--- src/rtl/flash_fetch_arbiter.sv ---
`timescale 1ns / 1ps
// flash_fetch_arbiter
// Shares one SPI-flash word reader between the instruction-fetch port and the
// load/data port. Arbitrates between them, sequences mem_start/mem_done, returns
// 32-bit words, and keeps a one-entry last-word buffer so a repeated read of the
// same address is answered without going to flash.
//
// Ports
//   clk, rst                  rising-edge clock, synchronous active-high reset
//   ifetch_req/addr/ack/data  instruction port: level request, one-cycle ack with data
//   dload_req/addr/ack/data   data port: level request, one-cycle ack with data
//   flush                     invalidates the last-word buffer
//   mem_start/addr            start pulse and target address towards mem_read
//   mem_data/done             word and completion strobe from mem_read
//   busy                      high whenever the arbiter is not idle
module flash_fetch_arbiter #(
    parameter int unsigned ADDR_W        = 24,
    parameter int unsigned DATA_W        = 32,
    parameter bit          DATA_PRIORITY = 1'b1,
    parameter bit          HIT_BUF_EN    = 1'b1
) (
    input  logic              clk,
    input  logic              rst,
    input  logic              ifetch_req,
    input  logic [ADDR_W-1:0] ifetch_addr,
    output logic              ifetch_ack,
    output logic [DATA_W-1:0] ifetch_data,
    input  logic              dload_req,
    input  logic [ADDR_W-1:0] dload_addr,
    output logic              dload_ack,
    output logic [DATA_W-1:0] dload_data,
    input  logic              flush,
    output logic              mem_start,
    output logic [ADDR_W-1:0] mem_addr,
    input  logic [DATA_W-1:0] mem_data,
    input  logic              mem_done,
    output logic              busy
);

    typedef enum logic [1:0] {StIdle, StStart, StWait, StResp} state_e;

    state_e              state_q, state_d;
    logic                grant_q, grant_d;            // 1: dload owns the transaction
    logic                last_grant_q, last_grant_d;  // 1: dload was granted last
    logic [ADDR_W-1:0]   addr_q, addr_d;
    logic                buf_valid_q, buf_valid_d;
    logic [ADDR_W-1:0]   buf_tag_q, buf_tag_d;
    logic [DATA_W-1:0]   buf_data_q, buf_data_d;
    logic [DATA_W-1:0]   ifetch_data_q, ifetch_data_d;
    logic [DATA_W-1:0]   dload_data_q, dload_data_d;

    logic                pick_dload;
    logic [ADDR_W-1:0]   req_addr;
    logic                hit;

    // On a tie: fixed data priority, or the port that was not granted last.
    assign pick_dload = (ifetch_req && dload_req) ?
                        (DATA_PRIORITY ? 1'b1 : !last_grant_q) : dload_req;
    assign req_addr   = pick_dload ? dload_addr : ifetch_addr;
    // A flush in the same cycle already counts as invalidating, so no stale hit.
    assign hit        = HIT_BUF_EN && buf_valid_q && !flush && (req_addr == buf_tag_q);

    always_comb begin
        state_d       = state_q;
        grant_d       = grant_q;
        last_grant_d  = last_grant_q;
        addr_d        = addr_q;
        buf_valid_d   = buf_valid_q;
        buf_tag_d     = buf_tag_q;
        buf_data_d    = buf_data_q;
        ifetch_data_d = ifetch_data_q;
        dload_data_d  = dload_data_q;

        unique case (state_q)
            StIdle: begin
                if (ifetch_req || dload_req) begin
                    grant_d      = pick_dload;
                    last_grant_d = pick_dload;
                    addr_d       = req_addr;
                    if (hit) begin
                        state_d = StResp;
                        if (pick_dload) dload_data_d  = buf_data_q;
                        else            ifetch_data_d = buf_data_q;
                    end else begin
                        state_d = StStart;
                    end
                end
            end
            StStart: state_d = StWait;
            StWait: begin
                if (mem_done) begin
                    state_d = StResp;
                    if (grant_q) dload_data_d  = mem_data;
                    else         ifetch_data_d = mem_data;
                    if (HIT_BUF_EN) begin
                        buf_tag_d   = addr_q;
                        buf_data_d  = mem_data;
                        buf_valid_d = 1'b1;
                    end
                end
            end
            StResp:  state_d = StIdle;
            default: state_d = StIdle;
        endcase

        // Flush overrides any buffer fill in the same cycle.
        if (flush) buf_valid_d = 1'b0;
    end

    always_ff @(posedge clk) begin
        if (rst) begin
            state_q       <= StIdle;
            grant_q       <= 1'b0;
            last_grant_q  <= 1'b0;
            addr_q        <= '0;
            buf_valid_q   <= 1'b0;
            buf_tag_q     <= '0;
            buf_data_q    <= '0;
            ifetch_data_q <= '0;
            dload_data_q  <= '0;
        end else begin
            state_q       <= state_d;
            grant_q       <= grant_d;
            last_grant_q  <= last_grant_d;
            addr_q        <= addr_d;
            buf_valid_q   <= buf_valid_d;
            buf_tag_q     <= buf_tag_d;
            buf_data_q    <= buf_data_d;
            ifetch_data_q <= ifetch_data_d;
            dload_data_q  <= dload_data_d;
        end
    end

    assign mem_start   = (state_q == StStart);
    assign mem_addr    = addr_q;
    assign busy        = (state_q != StIdle);
    assign ifetch_ack  = (state_q == StResp) && !grant_q;
    assign dload_ack   = (state_q == StResp) && grant_q;
    assign ifetch_data = ifetch_data_q;
    assign dload_data  = dload_data_q;

endmodule

--- config.mk ---
export PLATFORM = sky130hd
export DESIGN_NAME = flash_fetch_arbiter
export DESIGN_NICKNAME = d
export VERILOG_FILES = /design/src/rtl/flash_fetch_arbiter.sv
export SDC_FILE = /design/constraint.sdc
export NUM_CORES = 1
export LEC_CHECK = 0
export ABC_AREA = 1
export BUFFER_PORTS_ARGS = -buffer_cell sky130_fd_sc_hd__buf_2
export CORE_ASPECT_RATIO = 1.25
export CORE_UTILIZATION = 58
export DETAILED_ROUTE_END_ITERATION = 16
export PLACE_DENSITY = 0.92
export SLEW_MARGIN = 0
export SYNTH_ARGS = -nofsm -noshare
export SYNTH_HDL_FRONTEND = slang
export SYNTH_SLANG_ARGS = --single-unit
--- constraint.sdc ---
create_clock -name clk -period 3 [get_ports clk]
set_input_delay 0.6 -clock clk [delete_from_list [all_inputs] [get_ports clk]]
set_output_delay 0.6 -clock clk [all_outputs]
set_load 0.1 [all_outputs]
==> reports/metrics.cfg, run 1 <==
[status]
status = completed

[worst_setup_path]
crit_start = state_q[0]
path_class = flop to flop
end_kind = flop
worstPathRequired_ns = 3.35
cp_slowest_stage_delay_ns = 0.55
cp_max_fo = 32
cp_common_cell = inv_1
slowest_stage = nand2_2
cp.arrival_ns = 2.93
r2r_slack_ns = 0.41
path_cells = inv_1 > ha_2 > inv_1 > nand2_2 > nand3_2 > buf_4 > nand2_1 > inv_1 > nor2_1
crit_path_start_kind = flop
reg2reg_from = state_q[0]

[detailed_routing]
vias = 7433
ant_nets = 0
drt-wirelength-per-cell_um = 13.28
drt_wl_total_um = 18970
firstDrtPassIters = 7
drt_iter0_drc = 432
drc = 0
vias_per_cell = 5.205

[job]
drv_cap = 0

[yosys]
syn_area_per_cell_um2 = 6.527
synth_area_um2 = 7244
syn_inst = 1110
yosysSeqAreaShare = 0.4090
syn-num-nets = 1200
synth_cell_types = 26
yosysWarnings = 0
synth_seq_cells = 148

[floorplanning]
rows = 45
ios = 178
dieArea_um2 = 12940
die_h_um = 127.0
initial_core_util = 0.5957
core_area_um2 = 12160
die_width_um = 102.0

[clock_network]
clk_pin_slew_ns = 0.06
cts_tree = built
cts_buffers = 17
clock_path_buffers = 2
clkSinkCount = 148
root_buffer = clkbuf_16
h-tree-depth = 4
insertion_delay_ns = 0.42
cts.repair.resized = 0
postCtsHoldBufs = 0
post_cts_buffers = 0

[grt]
grt_first_pass_wirelength_um = 30310
grt_usage = 0.2963
grt_pass1_vias = 6644
grt_max_degree = 65
grt_overflow = 0
antenna_found_initial = 0

[cells_and_area]
diodes = 0
final_cell_area_um2 = 8821
num-nets-final = 1341
drive_above_1_share = 0.1851
syn_to_final_growth_pct = 21.76

[sta]
finalSetupViolCount = 0
relSlewSlack = 0.5134
slew_viol_final = 0
grt_setup_unrepaired = no
fin_crit_sh = 0.8627
fin_skew_ns = 0.008559
period_minus_slack_ns = 2.588
tightest_slew_ns = 0.7289
hold_violations = 0
clock.fmax_ghz = 0.3864
final.setup.tns_ns = 0

[worst_hold_path]
min_from = rst
hp-class = primary input to flop

[placement]
hpwlAfterDp_um = 12300
routabilityCongestion = 0.8242
dpl-instance-area_um2 = 8148
portBuffers = 177

[final timing paths]
kind	cells past startpoint	to
setup reg to reg	9	dload_data[10]
hold reg to reg	2	buf_data_q[29]
setup / recovery	9	dload_data[10]
hold / removal	2	grant_q
[layer usage]
layer / vias up / GRT usage / wire [µm]
met5: - / 0 / 0
met4: 0 / 0.1387 / 636
met3: 46 / 0.06336 / 1367
met2: 366 / 0.4939 / 9184
met1: 3272 / 0.3599 / 7776
li1: 3749 / - / -
[cell usage in the layout (no fill, tap or decap), drive strengths merged, types with 5 or more instances in the layout]
cell type and count:
nand2 294, inv 211, buf 192, dfxtp 148
o21ai 116, nor2 88, nand4 64, a21oi 60
nand3 26, a31oi 19, clkbuf 19, bufinv 6
nand3b 5, clkinv 5
[cell families (layout without fill, tap and decap cells)]
group / count (synthesis) / in the layout / share of synthesized area
AO/OA/AOI/OAI: 199 / 199 / 0.1442
adder cells (fa/ha/maj): 4 / 4 / 0.006909
buffers and inverters: 282 / 436 / 0.1622
flip-flops: 148 / 148 / 0.4090
AND/OR/NAND/NOR: 477 / 477 / 0.2777
[cell type report]
cell class | count | area, µm²
clock inverter | 13 | 230.2
inverter | 212 | 802.0
tap | 164 | 205.2
sequential | 148 | 2963
multi-input combinational | 680 | 3117
timing repair buffer | 192 | 1061
clock buffer | 19 | 442.9
fill | 963 | 3341
[synth_stat cells (all sizes together)]
cell | instances | area, µm²
buf | 29 | 220.2
a21oi | 60 | 300.3
o22ai | 1 | 6.260
ha | 4 | 50.05
o21bai | 1 | 18.77
nand4 | 64 | 400.4
clkbuf | 41 | 153.9
nor2 | 88 | 330.3
o211ai | 1 | 7.510
nand3 | 26 | 140.1
a31oi | 19 | 118.9
nand2 | 294 | 1104
dfxtp | 148 | 2963
o21ai | 116 | 584.3
nand3b | 5 | 37.54
inv | 212 | 800.8
o32ai | 1 | 8.760
[through the flow]
| step | util | cells | hold slack, ns | worst slack [ns] |
|---|---|---|---|---|
| after CTS | 0.7253 | 1428 | 0.3531 | 0.4129 |
| after floorplan | - | 1110 | 0.4292 | 0.5638 |
| final | 0.7253 | 1428 | 0.3680 | 0.4118 |
| after detailed placement | 0.6700 | 1396 | 0.4452 | 0.2500 |
| after global routing | 0.7253 | 1428 | 0.3561 | 0.2028 |
| after global placement | 0.6700 | 1396 | 0.4390 | 0.3181 |
[sequential cells by signal, summed over array words and instances, names as in the netlist]
register	count
grant_q	1
mem_addr	24
ifetch_data	32
buf_tag_q	24
dload_data	32
state_q	2
buf_valid_q	1
buf_data_q	32
[worst max-delay path, delay by kind of cell, from the launching register on]
kind,cells,cell delay (ns)
buffers and inverters,4,0.73
AND/OR/NAND/NOR,4,0.90
adder cells (fa/ha/maj),1,0.54
flip-flops,1,0.33
Power of run 1 is not shown: default switching activity piles up to over one toggle a cycle in this logic, so the estimate is an artifact.
==> inputs of run 2 (changes only) <==
Settings changed: CAP_MARGIN from default to 20, REMOVE_ABC_BUFFERS from default to 1.
==> run 2 against run 1 <==
Effect of this change:
- flip-flop and latch count did not move
- first-iteration DRC count fell by 5.6%
- maximum frequency rose by 10%
- design area fell by 0.81%
- critical path depth fell by 5
- clock skew rose by 0.0027 ns
==> reports/metrics.cfg, run 2 (synthesized netlist as in run 1, its figures left out) <==
[status]
status = completed

[sta]
relSlewSlack = 0.6354  ; +0.1220
fin_crit_sh = 0.7846  ; -0.07815
period_minus_slack_ns = 2.354  ; -0.2345 ns
slew_viol_final = 0  ; unchanged
grt_setup_unrepaired = no
clock.fmax_ghz = 0.4249  ; +10%
tightest_slew_ns = 0.5469  ; -0.1820 ns
fin_skew_ns = 0.01125  ; +0.002691 ns
finalSetupViolCount = 0  ; unchanged
hold_violations = 0  ; unchanged

[floorplanning]
initial_core_util = 0.5957  ; unchanged
rows = 45  ; unchanged
die_width_um = 102.0  ; unchanged
ios = 178  ; unchanged
core_area_um2 = 12160  ; unchanged
dieArea_um2 = 12940  ; unchanged
die_h_um = 127.0  ; unchanged

[clock_network]
cts_tree = built
h-tree-depth = 4  ; unchanged
cts_buffers = 17  ; unchanged
root_buffer = clkbuf_16
clock_path_buffers = 2  ; unchanged
cts.repair.resized = 0  ; unchanged
post_cts_buffers = 0  ; unchanged
insertion_delay_ns = 0.41  ; about the same
clkSinkCount = 148  ; unchanged
postCtsHoldBufs = 0  ; unchanged
clk_pin_slew_ns = 0.06  ; about the same

[placement]
hpwlAfterDp_um = 11560  ; -6.0%
placed_cells = 1396  ; unchanged
routabilityCongestion = 0.9082  ; +10%
portBuffers = 177  ; unchanged

[detailed_routing]
drc = 0  ; unchanged
drt_iter0_drc = 408  ; -5.6%
ant_nets = 0  ; unchanged
vias = 7277  ; -2.1%
drt-wirelength-per-cell_um = 12.64  ; -4.8%
drt_wl_total_um = 18060  ; -4.8%
vias_per_cell = 5.092  ; -2.2%
firstDrtPassIters = 5  ; -2

[cells_and_area]
syn_to_final_growth_pct = 20.78
fill_cells = 1050  ; +9.0%
layout_common_cells = nand2_1 (293), inv_1 (209), buf_2 (177)
drive_above_1_share = 0.1835  ; -0.001582
num-nets-final = 1341  ; unchanged
fin_cells = 1429  ; +0.070%
final_common_cell = nand2_1

[worst_setup_path]
path_class = flop to output pin
cp.arrival_ns = 1.75  ; -1.18 ns
cp_max_fo = 5  ; -84%
end_kind = output pin
worstPathRequired_ns = 2.40  ; -0.95 ns
crit_path_start_kind = flop

[grt]
grt_pass1_vias = 6366  ; -4.2%
grt_overflow = 0  ; unchanged
grt_first_pass_wirelength_um = 29110  ; -4.0%
antenna_found_initial = 1  ; +1
grt_usage = 0.2821  ; -0.01427
grt_max_degree = 91  ; +40%

[job]
drv_cap = 0  ; unchanged

[worst_hold_path]
hp-class = primary input to flop

run 2: changes by cell type in the layout (fill, tap and decap cells not counted):
cell        change
diode_2         +1
buf_4           +2
clkinvlp_4      +1
bufinv_16       -2
buf_12          -2
clkinv_2        -2
clkinv_4        +1
inv_4           +1
nor2_2          -1
clkbuf_1        +2
clkbuf_8        -1
nor2_4          +1
run 2: area by class of cell:
class,count,area (µm²),area share
timing repair buffer,192,1036,0.1184
clock inverter,12,181.4,0.02074
sequential,148,2963,0.3386
multi-input combinational,680,3122,0.3568
tap,164,205.2,0.02345
clock buffer,20,436.7,0.04991
antenna,1,2.502,0.0002860
inverter,212,803.3,0.09181
run 2: worst max-delay path: stages, from the launching register on:
cell	delay [ns]
dfxtp_1	0.38
inv_1	0.09
ha_1	0.24
inv_1	0.17
buf_2	0.46
run 2: per-stage QoR:
stage | instance area [µm²] | TNS [ns] | util | setup WS (ns) | hold slack [ns]
finish | 8750 | 0 | 0.7194 | 0.6462 | 0.4130
detailed placement | 8129 | 0 | 0.6684 | 0.3136 | 0.4456
floorplan | 6870 | -77.05 | - | -0.9407 | 0.4313
CTS | 8747 | 0 | 0.7192 | 0.6316 | 0.4062
global placement | 8129 | 0 | 0.6684 | 0.3565 | 0.4380
global route | 8747 | 0 | 0.7192 | 0.5141 | 0.4200
run 2: worst paths after layout:
path                                      from               to  slack, ns  cells past startpoint
worst min register to register  buf_data_q[28]   buf_data_q[28]       0.45                      2
worst min-delay path                       rst          grant_q       0.41                      2
worst max register to register      state_q[0]  ifetch_data[29]       0.87                     11
worst max-delay path                state_q[1]             busy       0.65                      4
run 2: routing by layer:
metal	track usage	wire, µm
met1	0.3374	7457
met2	0.4876	8869
met3	0.06612	1460
met4	0.09832	274
met5	0	0
Power of run 2 is left out for the same reason.
